===== config.mk =====
export PLATFORM = sky130hd
export DESIGN_NAME = sound_sequencer
export DESIGN_NICKNAME = d
export VERILOG_FILES = /design/src/rtl/sound_pkg.sv /design/src/rtl/sound_sequencer_rise_detect.sv /design/src/rtl/sound_sequencer.sv
export SDC_FILE = /design/constraint.sdc
export NUM_CORES = 1
export LEC_CHECK = 0
export BUFFER_PORTS_ARGS = -buffer_cell sky130_fd_sc_hd__buf_2
export CAP_MARGIN = 20
export CORE_MARGIN = 8
export CORE_UTILIZATION = 25
export DETAILED_ROUTE_END_ITERATION = 7
export GPL_ROUTABILITY_DRIVEN = 0
export PLACE_DENSITY_LB_ADDON = 0.3
export RECOVER_POWER = 100
export SYNTH_ARGS = -nofsm -noshare
export SYNTH_HDL_FRONTEND = slang
export SYNTH_SLANG_ARGS = --single-unit

===== constraint.sdc =====
create_clock -name clk -period 4.42 [get_ports clk]
set_input_delay 0.442 -clock clk [delete_from_list [all_inputs] [get_ports clk]]
set_output_delay 0.442 -clock clk [all_outputs]
set_load 0.1 [all_outputs]

===== src/rtl/sound_pkg.sv =====
// Shared types, note tables and helpers for the speaker sound sequencer.
// Frequencies are in Hz as consumed by the tone generator.
package sound_pkg;

  typedef enum logic [1:0] {
    IDLE,
    NOTE,
    GAP
  } state_t;

  typedef enum logic {
    SEQ_FOOD,
    SEQ_OVER
  } seq_t;

  localparam int FOOD_LEN = 3;
  localparam int OVER_LEN = 4;

  localparam logic [31:0] FOOD_NOTES [FOOD_LEN] = '{
    32'd523, 32'd659, 32'd784
  };

  localparam logic [31:0] OVER_NOTES [OVER_LEN] = '{
    32'd392, 32'd330, 32'd262, 32'd196
  };

  function automatic logic [1:0] last_idx(seq_t s);
    return (s == SEQ_OVER) ? 2'(OVER_LEN - 1)
                           : 2'(FOOD_LEN - 1);
  endfunction

  function automatic logic [31:0] note_hz(
    seq_t       s,
    logic [1:0] i
  );
    logic [31:0] hz;
    hz = '0;
    if (s == SEQ_OVER) begin
      hz = OVER_NOTES[i];
    end else if (i < 2'(FOOD_LEN)) begin
      hz = FOOD_NOTES[i];
    end
    return hz;
  endfunction

endpackage


===== src/rtl/sound_sequencer_rise_detect.sv =====
// One-bit rising-edge detector; the history bit resets high so a level
// already asserted at reset release is not mistaken for a new event.
module rise_detect (
  input  logic clk,
  input  logic reset,
  input  logic d,
  output logic rise
);

  logic prev_q;
  logic prev_d;

  always_comb begin
    prev_d = d;
  end

  always_ff @(posedge clk) begin
    if (reset) begin
      prev_q <= 1'b1;
    end else begin
      prev_q <= prev_d;
    end
  end

  assign rise = d & ~prev_q;

endmodule


===== src/rtl/sound_sequencer.sv =====
// Arbitrates food/game-over sound requests and steps the tone generator
// through the chosen jingle with timed notes and silent gaps.
module sound_sequencer
  import sound_pkg::*;
#(
  parameter int NOTE_CYCLES = 5_000_000,
  parameter int GAP_CYCLES  = 1_000_000
) (
  input  logic        clk,
  input  logic        reset,
  input  logic        food_eaten,
  input  logic        game_over,
  output logic [31:0] freq,
  output logic        tone_on,
  output logic        busy,
  output logic        done
);

  localparam logic [31:0] NOTE_LAST = 32'(NOTE_CYCLES - 1);
  localparam logic [31:0] GAP_LAST  = 32'(GAP_CYCLES - 1);

  logic food_rise;
  logic over_rise;

  rise_detect u_food_rise (
    .clk   (clk),
    .reset (reset),
    .d     (food_eaten),
    .rise  (food_rise)
  );

  rise_detect u_over_rise (
    .clk   (clk),
    .reset (reset),
    .d     (game_over),
    .rise  (over_rise)
  );

  state_t      state_q, state_d;
  seq_t        seq_q, seq_d;
  logic [1:0]  idx_q, idx_d;
  logic [31:0] cnt_q, cnt_d;
  logic [31:0] freq_q, freq_d;
  logic        tone_q, tone_d;
  logic        busy_q, busy_d;
  logic        done_q, done_d;

  logic start_over;
  logic start_food;
  logic over_busy;

  // game_over always wins; food cannot interrupt the game-over jingle
  always_comb begin
    over_busy  = (state_q != IDLE) && (seq_q == SEQ_OVER);
    start_over = over_rise;
    start_food = food_rise & ~over_rise & ~over_busy;
  end

  always_comb begin
    state_d = state_q;
    seq_d   = seq_q;
    idx_d   = idx_q;
    cnt_d   = cnt_q;
    done_d  = 1'b0;
    unique case (1'b1)
      start_over: begin
        state_d = NOTE;
        seq_d   = SEQ_OVER;
        idx_d   = '0;
        cnt_d   = '0;
      end
      start_food: begin
        state_d = NOTE;
        seq_d   = SEQ_FOOD;
        idx_d   = '0;
        cnt_d   = '0;
      end
      default: begin
        unique case (state_q)
          NOTE: begin
            if (cnt_q == NOTE_LAST) begin
              state_d = GAP;
              cnt_d   = '0;
            end else begin
              cnt_d = cnt_q + 32'd1;
            end
          end
          GAP: begin
            if (cnt_q == GAP_LAST) begin
              cnt_d = '0;
              if (idx_q == last_idx(seq_q)) begin
                state_d = IDLE;
                idx_d   = '0;
                done_d  = 1'b1;
              end else begin
                state_d = NOTE;
                idx_d   = idx_q + 2'd1;
              end
            end else begin
              cnt_d = cnt_q + 32'd1;
            end
          end
          default: begin
            state_d = IDLE;
          end
        endcase
      end
    endcase
  end

  // outputs are derived from the next state so they align with it
  always_comb begin
    tone_d = (state_d == NOTE);
    busy_d = (state_d != IDLE);
    freq_d = tone_d ? note_hz(seq_d, idx_d) : '0;
  end

  always_ff @(posedge clk) begin
    if (reset) begin
      state_q <= IDLE;
      seq_q   <= SEQ_FOOD;
      idx_q   <= '0;
      cnt_q   <= '0;
      freq_q  <= '0;
      tone_q  <= 1'b0;
      busy_q  <= 1'b0;
      done_q  <= 1'b0;
    end else begin
      state_q <= state_d;
      seq_q   <= seq_d;
      idx_q   <= idx_d;
      cnt_q   <= cnt_d;
      freq_q  <= freq_d;
      tone_q  <= tone_d;
      busy_q  <= busy_d;
      done_q  <= done_d;
    end
  end

  assign freq    = freq_q;
  assign tone_on = tone_q;
  assign busy    = busy_q;
  assign done    = done_q;

endmodule


# Yosys cells after proc, flatten, opt, wreduce, memory -nomap -nowiden
# Index checks and enable logic that the tools add are counted.
# W data, S select, Z words.
word_totals:
  input_bits: 4
  word_cells: 63
  out_inout_bits: 35
  regBits: 74
classes:
  add_sub_neg: 2
  bitwise_logic: 12
  n_mux: 23
  eq_ne: 6
  n_lt_le_gt_ge: 2
  reduce_logical: 8
op_table:
  columns: ["operator", "n"]
  rows:
  - ["$mux W32", 8]
  - ["$bmux W32 S2", 2]
  - ["$pmux W32 S2", 1]
  - ["$add A32 B1 Y32 const B", 1]
  - ["$eq A32 B20 Y1 const B", 1]
  - ["$eq A32 B23 Y1 const B", 1]
  - ["$mux W2", 7]
  - ["$not A1 Y1", 7]
  - ["$reduce_bool A2 Y1", 3]
  - ["$reduce_or A5 Y1", 1]
  - ["$and A1 B1 Y1", 4]
  - ["$eq A2 B1 Y1 const B", 2]
  - ["$pmux W2 S2", 1]
  - ["$reduce_or A2 Y1", 2]
  - ["$ge A3 B3 Y1 const B", 1]
  - ["$mux W1", 3]
  - ["$not A2 Y3", 1]
  - ["$reduce_or A3 Y1", 1]
  - ["$add A2 B1 Y2 const B", 1]
  - ["$eq A2 B2 Y1", 1]
  - ["$eq A2 B2 Y1 const B", 1]
  - ["$lt A2 B2 Y1 const B", 1]
  - ["$pmux W1 S2", 1]
  - ["$logic_and A1 B1 Y1", 1]

# Logic depth before layout (Yosys ltp)
# Gate-level depths: netlist (run 1).
logic_depth:
  depth_word: 13
  mapped_depth: 11
  ltp_nobuf: 11

# Modules after synthesis
# A second synthesis (run 1) with hierarchy kept.
unflattened:
  hier_cells: 286
  hier_area_um2: 2523.7
modules_own_cells:
  columns: ["mod", "area_each_um2", "cells_each", "seq_area_each_um2", "n_inst"]
  rows:
  - ["sound_sequencer", 2458.6, 280, 980.9, 1]
  - ["rise_detect", 32.5, 3, 20.0, 2]

# Least setup slack after synthesis (run 1)
# No wires, ideal clock.
synth_path:
  kind: "register -> register"
  from: "register cnt_q[0]"
  to: "register freq_q[7] (netlist: freq[7])"
  setup_ns: 0.129
  required_time_ns: 4.291
  arrival_ns: 2.344
  path_buffers: 0
  path_slack_ns: 1.947
  synth_period_minus_slack_ns: 2.473
  path_stages_with_launch: 12
  cell_sequence: "dfxtp_1 > ha_1 > nor4bb_4 > nand4_1 > nor3_2 > mux2_1 > nand2_1 > inv_1 > ha_1 > nand2_1 > o21ai_0 > nor2_1"
synth_via:
  elab_chain_len: 10
  elab_cells_between_ends: 22
  cone_classes: "order compare (1); eq/ne (3); mux (15); bitwise (2); reduce/logical (1)"
synth_rtl:
  columns: ["element", "line_no", "text"]
  rows:
  - ["from (decl)", "sound_sequencer.sv:42", "logic [31:0] cnt_q, cnt_d;"]
  - ["from (signal assigned)", "sound_sequencer.sv:132", "cnt_q <= cnt_d;"]
  - ["$eq A32 B20 Y1 (*)", "sound_sequencer.sv:89", "if (cnt_q == GAP_LAST) begin"]
  - ["$mux W2 (*)", "sound_sequencer.sv:89", null]
  - ["$mux W2 (*)", "sound_sequencer.sv:79", "unique case (state_q)"]
  - ["$mux W2 (*)", "sound_sequencer.sv:65", "unique case (1'b1)"]
  - ["net idx_d[0]", "sound_sequencer.sv:41", "logic [1:0] idx_q, idx_d;"]
  - ["$not A2 Y3 (implied by the code)", "sound_pkg.sv:39, sound_pkg.sv:41", null]
  - ["$bmux W32 S2", "sound_pkg.sv:41", "hz = FOOD_NOTES[i];"]
  - ["$mux W32 (implied by the code) (2 in series)", "sound_pkg.sv:41", null]
  - ["$mux W32", "sound_pkg.sv:40", "end else if (i < 2'(FOOD_LEN)) begin"]
  - ["$mux W32 (*)", "sound_pkg.sv:38", "if (s == SEQ_OVER) begin"]
  - ["to (signal assigned)", "sound_sequencer.sv:133", "freq_q <= freq_d;"]
  - ["to (decl)", "sound_sequencer.sv:43", "logic [31:0] freq_q, freq_d;"]
# The timed path passes the listed nets; every way through them passes the cells marked *. The select of a mux whose other input is x is not followed.
# A chain may end at the register's enable or synchronous reset.

# Worst setup path in the final report (run 1)
layout_path:
  from: "register cnt_q[0]"
  to: "register cnt_q[22]"
layout_via:
  elab_chain_len: 3
  elab_cells_between_ends: 6
  cone_classes: "add/sub (1); eq/ne (2); mux (3)"
layout_rtl:
  columns: ["element", "line_no"]
  rows:
  - ["$add A32 B1 Y32, or another cell as far along", "sound_sequencer.sv:85, sound_sequencer.sv:100"]
  - ["$mux W32, on equally long branches", "sound_sequencer.sv:89, sound_sequencer.sv:81"]
  - ["$pmux W32 S2 (*)", "sound_sequencer.sv:79"]
# Every way passes the cells marked *; elsewhere a longest branch is shown, timed or not.

==> flow_summary.toml, run 1 <==
[timing]
fmax_mhz = 300
worst_slew_pin_slew_ns = 1.56
tns_ns = 0
maxSlewHeadroom = -0.0449
finalHoldViolations = 0
setup_ws_ns = 1.09
worst_clock_skew_ns = 0.00698
setup_viol = 0
rsz0062_at_grt = "false"
period_needed_ns = 3.33
drv_slew = 32
finalCritPeriodShare = 0.754

[clock_tree]
cts_root_buf = "clkbuf_8"
hold_buffers = 0
cts.sinks = 51
post_cts_buffers = 0
postCtsResizedCells = 0
cts_tree = "done"
ctsHtreeMaxLevel = 2
clkTransAtPathRegs_ns = 0.09
clock_latency_ns = 0.31
clockBufferDepth = 2
numCtsBuffers = 5

[layout]
n_antenna_cell = 0
syn_to_final_growth_pct = 5.55
drive_above_1_share = 0.109
fin_area_um2 = 2880
finalNetCount = 324
fin_util = 0.268

[run]
cap_violations = 1

[worst_setup_path]
r2r-end = "cnt_q[22]"
cp-end-kind = "flop"
r2r_cells = 7
path_max_fanout = 31
r2r_slack_ns = 1.09
critPathLaunch = "cnt_q[0]"
endpoint = "cnt_q[22]"
worstPathRequired_ns = 4.55
crit_arrival_ns = 3.46
crit_type = "flop to flop"
r2r_start = "cnt_q[0]"
cp-start-kind = "flop"

[route]
drt-wirelength-per-cell_um = 11.9
drt_first_pass_iters = 4
vias = 1972
routed_via_density = 4.35
drcViolationCount = 0
drtIter0Drc = 162
routed_wl_um = 5400
ant_nets = 0

[grt]
grt_pass1_wl_um = 9250
grt_pass1_vias = 1878
grt_max_degree = 32
grt_util_all_layers = 0.0762
antenna_found_initial = 0
grt-ovfl-total = 0

[synth]
synth-xor-area-share = 0.0995
synth_compound_area_frac = 0.0820
yosys_most_used_dff = "dfxtp_1"
synthSimpleGateAreaFrac = 0.298
yosys.area.top_type = "dfxtp_1"
synth_top_area_share = 0.374
synth_sequential_area_ratio = 0.374
yosys_warnings = 0
async_flop_share = 0
synth_area_leaders = "dfxtp_1, xor2_1, buf_4"
synthAdderAreaFrac = 0.0367
avgSynthCellArea_um2 = 9.19
synth_edf_count = 0
synth_top_family_by_area = "simple AND/OR/NAND/NOR gates"
synthMuxAreaShare = 0.00962
syn_inst = 297
syn_area_um2 = 2730
synth_seq_cells = 51
ys_types = 49

[placement]
hpwl_um = 4030
place_ws_ns = 1.62
place_area_um2 = 2850
place.port_buffers = 15

[floorplanning]
rows = 38
dieArea_um2 = 14500
fp.dieW_um = 121
core_area_um2 = 10700
dieHeight_um = 121
boundaryPins = 39
initial_core_util = 0.254

[power]
leakagePower_uw = 0.00104
ir_worst_vdd_mv = 0.105
powerDensity_nw_per_um2 = 329

[outcome]
status = "complete, but fails checks"
violations = "capacitance limit, slew limit"

[min_path]
hp-class = "input port to flop"
[stage by stage]
stage / hold WS [ns] / power [µW] / cells
finish: 0.331 / 948 / 453
global route: 0.318 / 992 / 453
CTS: 0.321 / 968 / 453
detailed placement: 0.501 / 624 / 445
global placement: 0.500 / 624 / 445
floorplan: 0.471 / 632 / 319
[logic make-up after synthesis]
kind of cell               Yosys count
and+or+nand+nor                    136
DFF                                 51
buffers and inverters               42
xor gates and xnor gates            31
AOI/OAI and AO/OA                   26
adders and majority gates            8
muxes                                2
other                                1
[cells in the final DEF (no fill, tap or decap), types with 2 or more instances in the layout]
master    Yosys  final
and2_1        4      3
and4_1       10     10
clkbuf_1      2     13
a21oi_1       4      5
conb_1        1     23
and3_1        3      3
nand2b_1      4      4
nor4_1        5      5
ha_1          8      8
nor3_1        5      6
nor2_2       10     10
xnor2_1      11     11
nor2_1       33     33
nor4_4        2      2
or2_2         2      2
xor2_1       20     20
nand3_1      14     14
dfxtp_1      51     51
nand2_1      17     17
nor4_2        2      2
buf_2         1      2
mux2_1        1      2
nand4_1      17     17
inv_1        12     12
o21ai_0       6      7
clkbuf_8      0      6
nor2b_1       2      2
[sequential cells by signal, summed over array words and instances, names as in the netlist, 2 cells and up]
signal	count
cnt_q	32
freq	9
idx_q	2
state_q	2
[layout make-up]
cell class | count | area, µm²
sequential | 51 | 1020
tap | 140 | 175
inverter | 12 | 45.0
timing repair buffer | 16 | 66.3
multi-input combinational | 226 | 1460
clock buffer | 6 | 82.6
clock inverter | 2 | 35.0
fill | 1193 | 7860
[routing by layer]
metal / wire (µm) / GRT usage / up-vias
met2: 2400 / 0.124 / 37
met5: 0 / 0 / -
met4: 46 / 0.0187 / 0
met3: 273 / 0.0182 / 6
li1: - / - / 1017
met1: 2680 / 0.0994 / 912
[Yosys cell counts (5+ instances only)]
cell     instances
nor4_1           5
nor2_1          33
xnor2_1         11
ha_1             8
o21ai_0          6
nor2_2          10
nand4_1         17
nor3_1           5
inv_1           12
buf_4           23
nand2_1         17
xor2_1          20
nand3_1         14
and4_1          10
dfxtp_1         51
[worst min path at each step]
stage / to / cells past startpoint / slack, ns / from
floorplan: cnt_q[5] / 2 / 0.47 / cnt_q[5]
global placement: cnt_q[5] / 2 / 0.50 / cnt_q[5]
detailed placement: cnt_q[5] / 2 / 0.50 / cnt_q[5]
CTS: u_food_rise.prev_q / 2 / 0.32 / food_eaten
global route: u_food_rise.prev_q / 2 / 0.32 / food_eaten
finish: u_food_rise.prev_q / 2 / 0.33 / food_eaten
[worst max-delay path, cell delays in order (launching register included)]
cell and delay [ns]:
dfxtp_1 0.39, ha_1 0.24, nor4bb_1 0.43, and4_1 0.30, nand3_1 0.10, mux2_1 0.34, o211ai_2 1.19, nor2_1 0.14
[report_power, final]
group	switching [µW]	leakage (µW)	internal (µW)
Clock	155	0.0000612	183
Combinational	132	0.000569	10.2
Sequential	2.73	0.000412	465
Total	290	0.00104	658
Power figures use the tool's default switching activity.
==> inputs of run 2 (changes only) <==
--- a/config.mk
+++ b/config.mk
@@ -5,6 +5,7 @@
 export SDC_FILE = /design/constraint.sdc
 export NUM_CORES = 1
 export LEC_CHECK = 0
+export ABC_AREA = 1
 export BUFFER_PORTS_ARGS = -buffer_cell sky130_fd_sc_hd__buf_2
 export CAP_MARGIN = 20
 export CORE_MARGIN = 8
==> constraint.sdc (replaced) <==
create_clock -name clk -period 3.21 [get_ports clk]
set_input_delay 0.321 -clock clk [delete_from_list [all_inputs] [get_ports clk]]
set_output_delay 0.321 -clock clk [all_outputs]
set_load 0.1 [all_outputs]
==> run 2 against run 1 <==
Net effect:
- the flow now finishes without violations
- core utilization increased by 0.69 points
- critical path type unchanged
- largest cell class unchanged
- clock skew grew 0.0010 ns
- total power increased by 47%
- synthesized cell count up 37%
- hold slack got worse by 0.10 ns
- final cell count is 26% higher
- synthesized area up 4.3%
- setup slack got worse by 0.41 ns
- via count rose by 19%
- first-iteration DRC count shrank 51%
==> flow_summary.toml, run 2 <==
[worst_setup_path]
crit_buf_inv = 3
crit_type = "flop to flop"
cp-start-kind = "flop"
crit_family = "buffers and inverters"
slowest_delay_ns = 0.69
cp_slowest_cell = "clkbuf_1"
crit_chain = "inv_1 -> ha_1 -> nor2_1 -> nor2_1 -> nand3_1 -> nand2_1 -> inv_1 -> nand2_1 -> clkbuf_1 -> o21bai_4 -> and3b_1"
cp-end-kind = "flop"
crit_arrival_ns = 2.72
worstPathRequired_ns = 3.40
path_max_fanout = 17

[clock_tree]
hold_buffers = 0
clkTransAtPathRegs_ns = 0.07
cts_root_buf = "clkbuf_16"
ctsHtreeMaxLevel = 2
numCtsBuffers = 5
cts.sinks = 51
clockBufferDepth = 2
post_cts_buffers = 0
postCtsResizedCells = 0
clock_latency_ns = 0.29
cts_tree = "done"

[outcome]
status = "complete, no violations"

[route]
drcViolationCount = 0
ant_nets = 0
drt_first_pass_iters = 4
routed_wl_um = 6110
drtIter0Drc = 80
routed_via_density = 4.12
vias = 2355
drt-wirelength-per-cell_um = 10.7

[timing]
tns_ns = 0
finalHoldViolations = 0
setup_ws_ns = 0.675
worst_slew_pin_slew_ns = 1.17
worst_clock_skew_ns = 0.00801
finalCritPeriodShare = 0.790
drv_slew = 0
setup_viol = 0
period_needed_ns = 2.53
rsz0062_at_grt = "false"
fmax_mhz = 394
maxSlewHeadroom = 0.222

[floorplanning]
core_area_um2 = 11300
fp.dieW_um = 123
rows = 39
dieArea_um2 = 15100
initial_core_util = 0.253
dieHeight_um = 123
boundaryPins = 39

[layout]
syn_to_final_growth_pct = 8.92
drive_above_1_share = 0.0701
stdcell_count = 571
regMostFlops = "cnt_q"
n_antenna_cell = 0
final_cell_mix = "nor2_1, nand2_1, inv_1, dfxtp_1, nand3_1"
final_common_cell = "nor2_1"
largest_register_ffs = 32
fin_area_um2 = 3100
finalNetCount = 439

[grt]
grt_pass1_wl_um = 10300
use_met1 = 0.106
use_met3 = 0.0198
top_usage_layer = "met2"
grt_max_degree = 19
grt-ovfl-total = 0
antenna_found_initial = 0
use_met2 = 0.140
grt_util_all_layers = 0.0842
grt_pass1_vias = 2302

[placement]
place_area_um2 = 3000
place_ws_ns = 0.920
post-place-cells = 563
hpwl_um = 4760
place.port_buffers = 15

[min_path]
hp-class = "input port to flop"

[synth]
synth_top_area_share = 0.359
yosys_most_used_dff = "dfxtp_1"
yosys.area.top_type = "dfxtp_1"
synth_sequential_area_ratio = 0.359
synth_common_cells = "nor2_1, nand2_1, inv_1"
yosys_warnings = 0
synth_edf_count = 0
async_flop_share = 0
syn_area_um2 = 2850
synth_area_leaders = "dfxtp_1, nor2_1, nand2_1"
synth_seq_cells = 51
avgSynthCellArea_um2 = 6.98
syn_inst = 408
ys_types = 38
synth_most_common_cell = "nor2_1"

[power]
powerDensity_nw_per_um2 = 450
leakagePower_uw = 0.00127
ir_worst_vdd_mv = 0.373

[run]
cap_violations = 0
## run 2: cell types whose count changed in the layout (fill, tap and decap cells not counted), moves of 6 or more
cell | previous run | this run
nor2_2 | 10 | 2
nor2_1 | 33 | 85
xnor2_1 | 11 | 4
inv_1 | 12 | 54
nand4_1 | 17 | 6
nand3_1 | 14 | 26
nand2_1 | 17 | 71
xor2_1 | 20 | 13
clkbuf_8 | 6 | 0
nor3_1 | 6 | 17
nand2_2 | 0 | 8
and4_1 | 10 | 0
## run 2: kinds of logic after synthesis
kind of cell	synth area share
simple gates	0.360
other cells	0.00132
mux	0.00352
xor+xnor	0.0523
fa+ha+maj	0.0352
buf+inv	0.144
flops	0.359
compound gates	0.0444
## run 2: final cells by class
type	instances	area [µm²]
sequential	51	1020
timing repair buffer	16	62.6
inverter	58	218
fill	1268	8170
tap	143	179
clock inverter	3	27.5
multi-input combinational	295	1470
clock buffer	5	125
## run 2: per-stage QoR
step / total power [µW] / hold WS [ns] / utilization
6_report: 1390 / 0.227 / 0.275
5_1_grt: 1450 / 0.225 / 0.275
4_1_cts: 1410 / 0.223 / 0.279
3_5_place_dp: 857 / 0.491 / 0.266
3_3_place_gp: 857 / 0.486 / 0.266
2_1_floorplan: 862 / 0.393 / -
## run 2: path summary, 6_finish.rpt
kind | startpoint | to | slack (ns) | cells after the start
min | game_over | u_over_rise.prev_q | 0.23 | 3
max reg2reg | state_q[0] | cnt_q[29] | 0.68 | 11
max | state_q[0] | cnt_q[29] | 0.68 | 11
min reg2reg | cnt_q[14] | cnt_q[15] | 0.50 | 2
## run 2: power breakdown
part / internal, µW / switching [µW] / leakage, µW
Combinational: 15.4 / 182 / 0.000789
Clock: 298 / 257 / 0.0000723
Sequential: 639 / 2.70 / 0.000412
Total: 953 / 442 / 0.00127
## run 2: worst min-delay path: stages
cell and delay [ns]:
buf_2 0.08, inv_1 0.04, nand2_1 0.05
## run 2: routing by layer
metal	part of all wire	up-vias
li1	-	1250
met1	0.48	1062
met2	0.47	37
met3	0.041	6
met4	0.0090	0
met5	0	-
==> inputs of run 3 (changes only) <==
--- a/config.mk
+++ b/config.mk
@@ -5,7 +5,7 @@
 export SDC_FILE = /design/constraint.sdc
 export NUM_CORES = 1
 export LEC_CHECK = 0
-export ABC_AREA = 1
+export ABC_AREA = 0
 export BUFFER_PORTS_ARGS = -buffer_cell sky130_fd_sc_hd__buf_2
 export CAP_MARGIN = 20
 export CORE_MARGIN = 8
==> constraint.sdc (replaced) <==
create_clock -name clk -period 2.55 [get_ports clk]
set_input_delay 0.255 -clock clk [delete_from_list [all_inputs] [get_ports clk]]
set_output_delay 0.255 -clock clk [all_outputs]
set_load 0.1 [all_outputs]
==> run 3 against run 2 <==
Net effect:
- clock skew down 0.00059 ns
- final area down 2.6%
- sequential power up 26%
- global-route usage down 0.77 points
- routed wire length down 9.1%
- via count down 14%
- sequential share of layout area up 0.93 points
- final cell count down 18%
- combinational power up 28%
- critical path depth down 1
==> flow_summary.toml, run 3 (same netlist as run 1, synthesis figures left out) <==
[outcome]
status = "complete, no violations"

[power]
leakagePower_uw = 0.00112
powerDensity_nw_per_um2 = 548
ir_worst_vdd_mv = 0.228

[grt]
grt_pass1_vias = 1948
grt_max_degree = 32
grt_pass1_wl_um = 9230
antenna_found_initial = 0
grt-ovfl-total = 0
grt_util_all_layers = 0.0765

[layout]
fin_area_um2 = 3020
regMostFlops = "cnt_q"
final_common_cell = "dfxtp_1"
n_antenna_cell = 0
finalNetCount = 339
regArea_um2 = 1020
drive_above_1_share = 0.140
largest_register_ffs = 32
final_cell_mix = "dfxtp_1, nor2_1, conb_1, xor2_1"
multi_input_area_um2 = 1480
syn_to_final_growth_pct = 10.6
fill_cells = 1211

[timing]
drv_slew = 0
tns_ns = 0
fmax_mhz = 422
finalCritPeriodShare = 0.929
finalHoldViolations = 0
rsz0062_at_grt = "false"
setup_viol = 0
worst_clock_skew_ns = 0.00742
worst_slew_pin_slew_ns = 1.18
period_needed_ns = 2.37
setup_ws_ns = 0.180
maxSlewHeadroom = 0.216

[worst_setup_path]
cp-start-kind = "flop"
cp-end-kind = "flop"
worstPathRequired_ns = 2.79
path_max_fanout = 4
crit_type = "flop to flop"
crit_arrival_ns = 2.61

[clock_tree]
clock_latency_ns = 0.31
clkTransAtPathRegs_ns = 0.10
numCtsBuffers = 5
clockBufferDepth = 2
cts.sinks = 51
ctsHtreeMaxLevel = 2
cts_root_buf = "clkbuf_8"
cts_tree = "done"

[placement]
place.port_buffers = 15
place_area_um2 = 2960
hpwl_um = 4160
place_ws_ns = 0.0754

[route]
routed_wl_um = 5550
routed_via_density = 4.31
ant_nets = 0
vias = 2019
drtIter0Drc = 101
drcViolationCount = 0
drt_first_pass_iters = 4
drt-wirelength-per-cell_um = 11.9

[min_path]
hp-class = "input port to flop"

[floorplanning]
initial_core_util = 0.254
fp.dieW_um = 121
boundaryPins = 39
dieHeight_um = 121
core_area_um2 = 10700
dieArea_um2 = 14500
rows = 38

[run]
cap_violations = 0
-- run 3: report_power, final --
group	internal [µW]	switching [µW]
registers	806	4.53
logic	22.7	232
clock network	318	273
total	1150	509
-- run 3: what timing repair did --
action                                  4_1_cts  5_1_grt
buffers inserted                              0        1
hold buffers                                  0        0
endpoints found under the setup margin        0        6
resized for setup                             0        1
-- run 3: routing by layer --
layer / share of wire / global-route usage
met1: 0.47 / 0.0938
met4: 0.0096 / 0.0211
met5: 0 / 0
met2: 0.47 / 0.130
met3: 0.051 / 0.0191
-- run 3: stage by stage --
step / util / hold WS [ns] / power (µW) / cells
after CTS: 0.287 / 0.142 / 1680 / 467
after global routing: 0.281 / 0.144 / 1720 / 468
after global placement: 0.276 / 0.457 / 1090 / 459
final: 0.281 / 0.145 / 1650 / 468
after floorplan: - / 0.359 / 1100 / 319
after detailed placement: 0.276 / 0.464 / 1090 / 459
-- run 3: final cells by class --
cell class / instances / share of cell area
Clock buffer: 6 / 0.0274
Clock inverter: 2 / 0.0116
Inverter: 12 / 0.0149
Multi-Input combinational cell: 226 / 0.490
Sequential cell: 51 / 0.339
Tap cell: 140 / 0.0580
Timing Repair Buffer: 31 / 0.0593
-- run 3: critical path: stages (launching register included) --
cell and delay [ns]:
dfxtp_1 0.38, nor4_4 0.39, nand4_1 0.23, nor3_2 0.24, mux2_1 0.34, nand2_1 0.09
inv_1 0.07, ha_1 0.31, nand2_1 0.07, o21ai_0 0.08, nor2_1 0.10
-- run 3: path summary, 6_finish.rpt --
| kind | startpoint | end | slack (ns) | cells past startpoint |
|---|---|---|---|---|
| worst max-delay path | cnt_q[29] | freq[7] | 0.18 | 10 |
| worst min-delay path | food_eaten | u_food_rise.prev_q | 0.15 | 2 |
| worst max register to register | cnt_q[29] | freq[7] | 0.18 | 10 |
| worst min register to register | cnt_q[5] | cnt_q[5] | 0.52 | 2 |
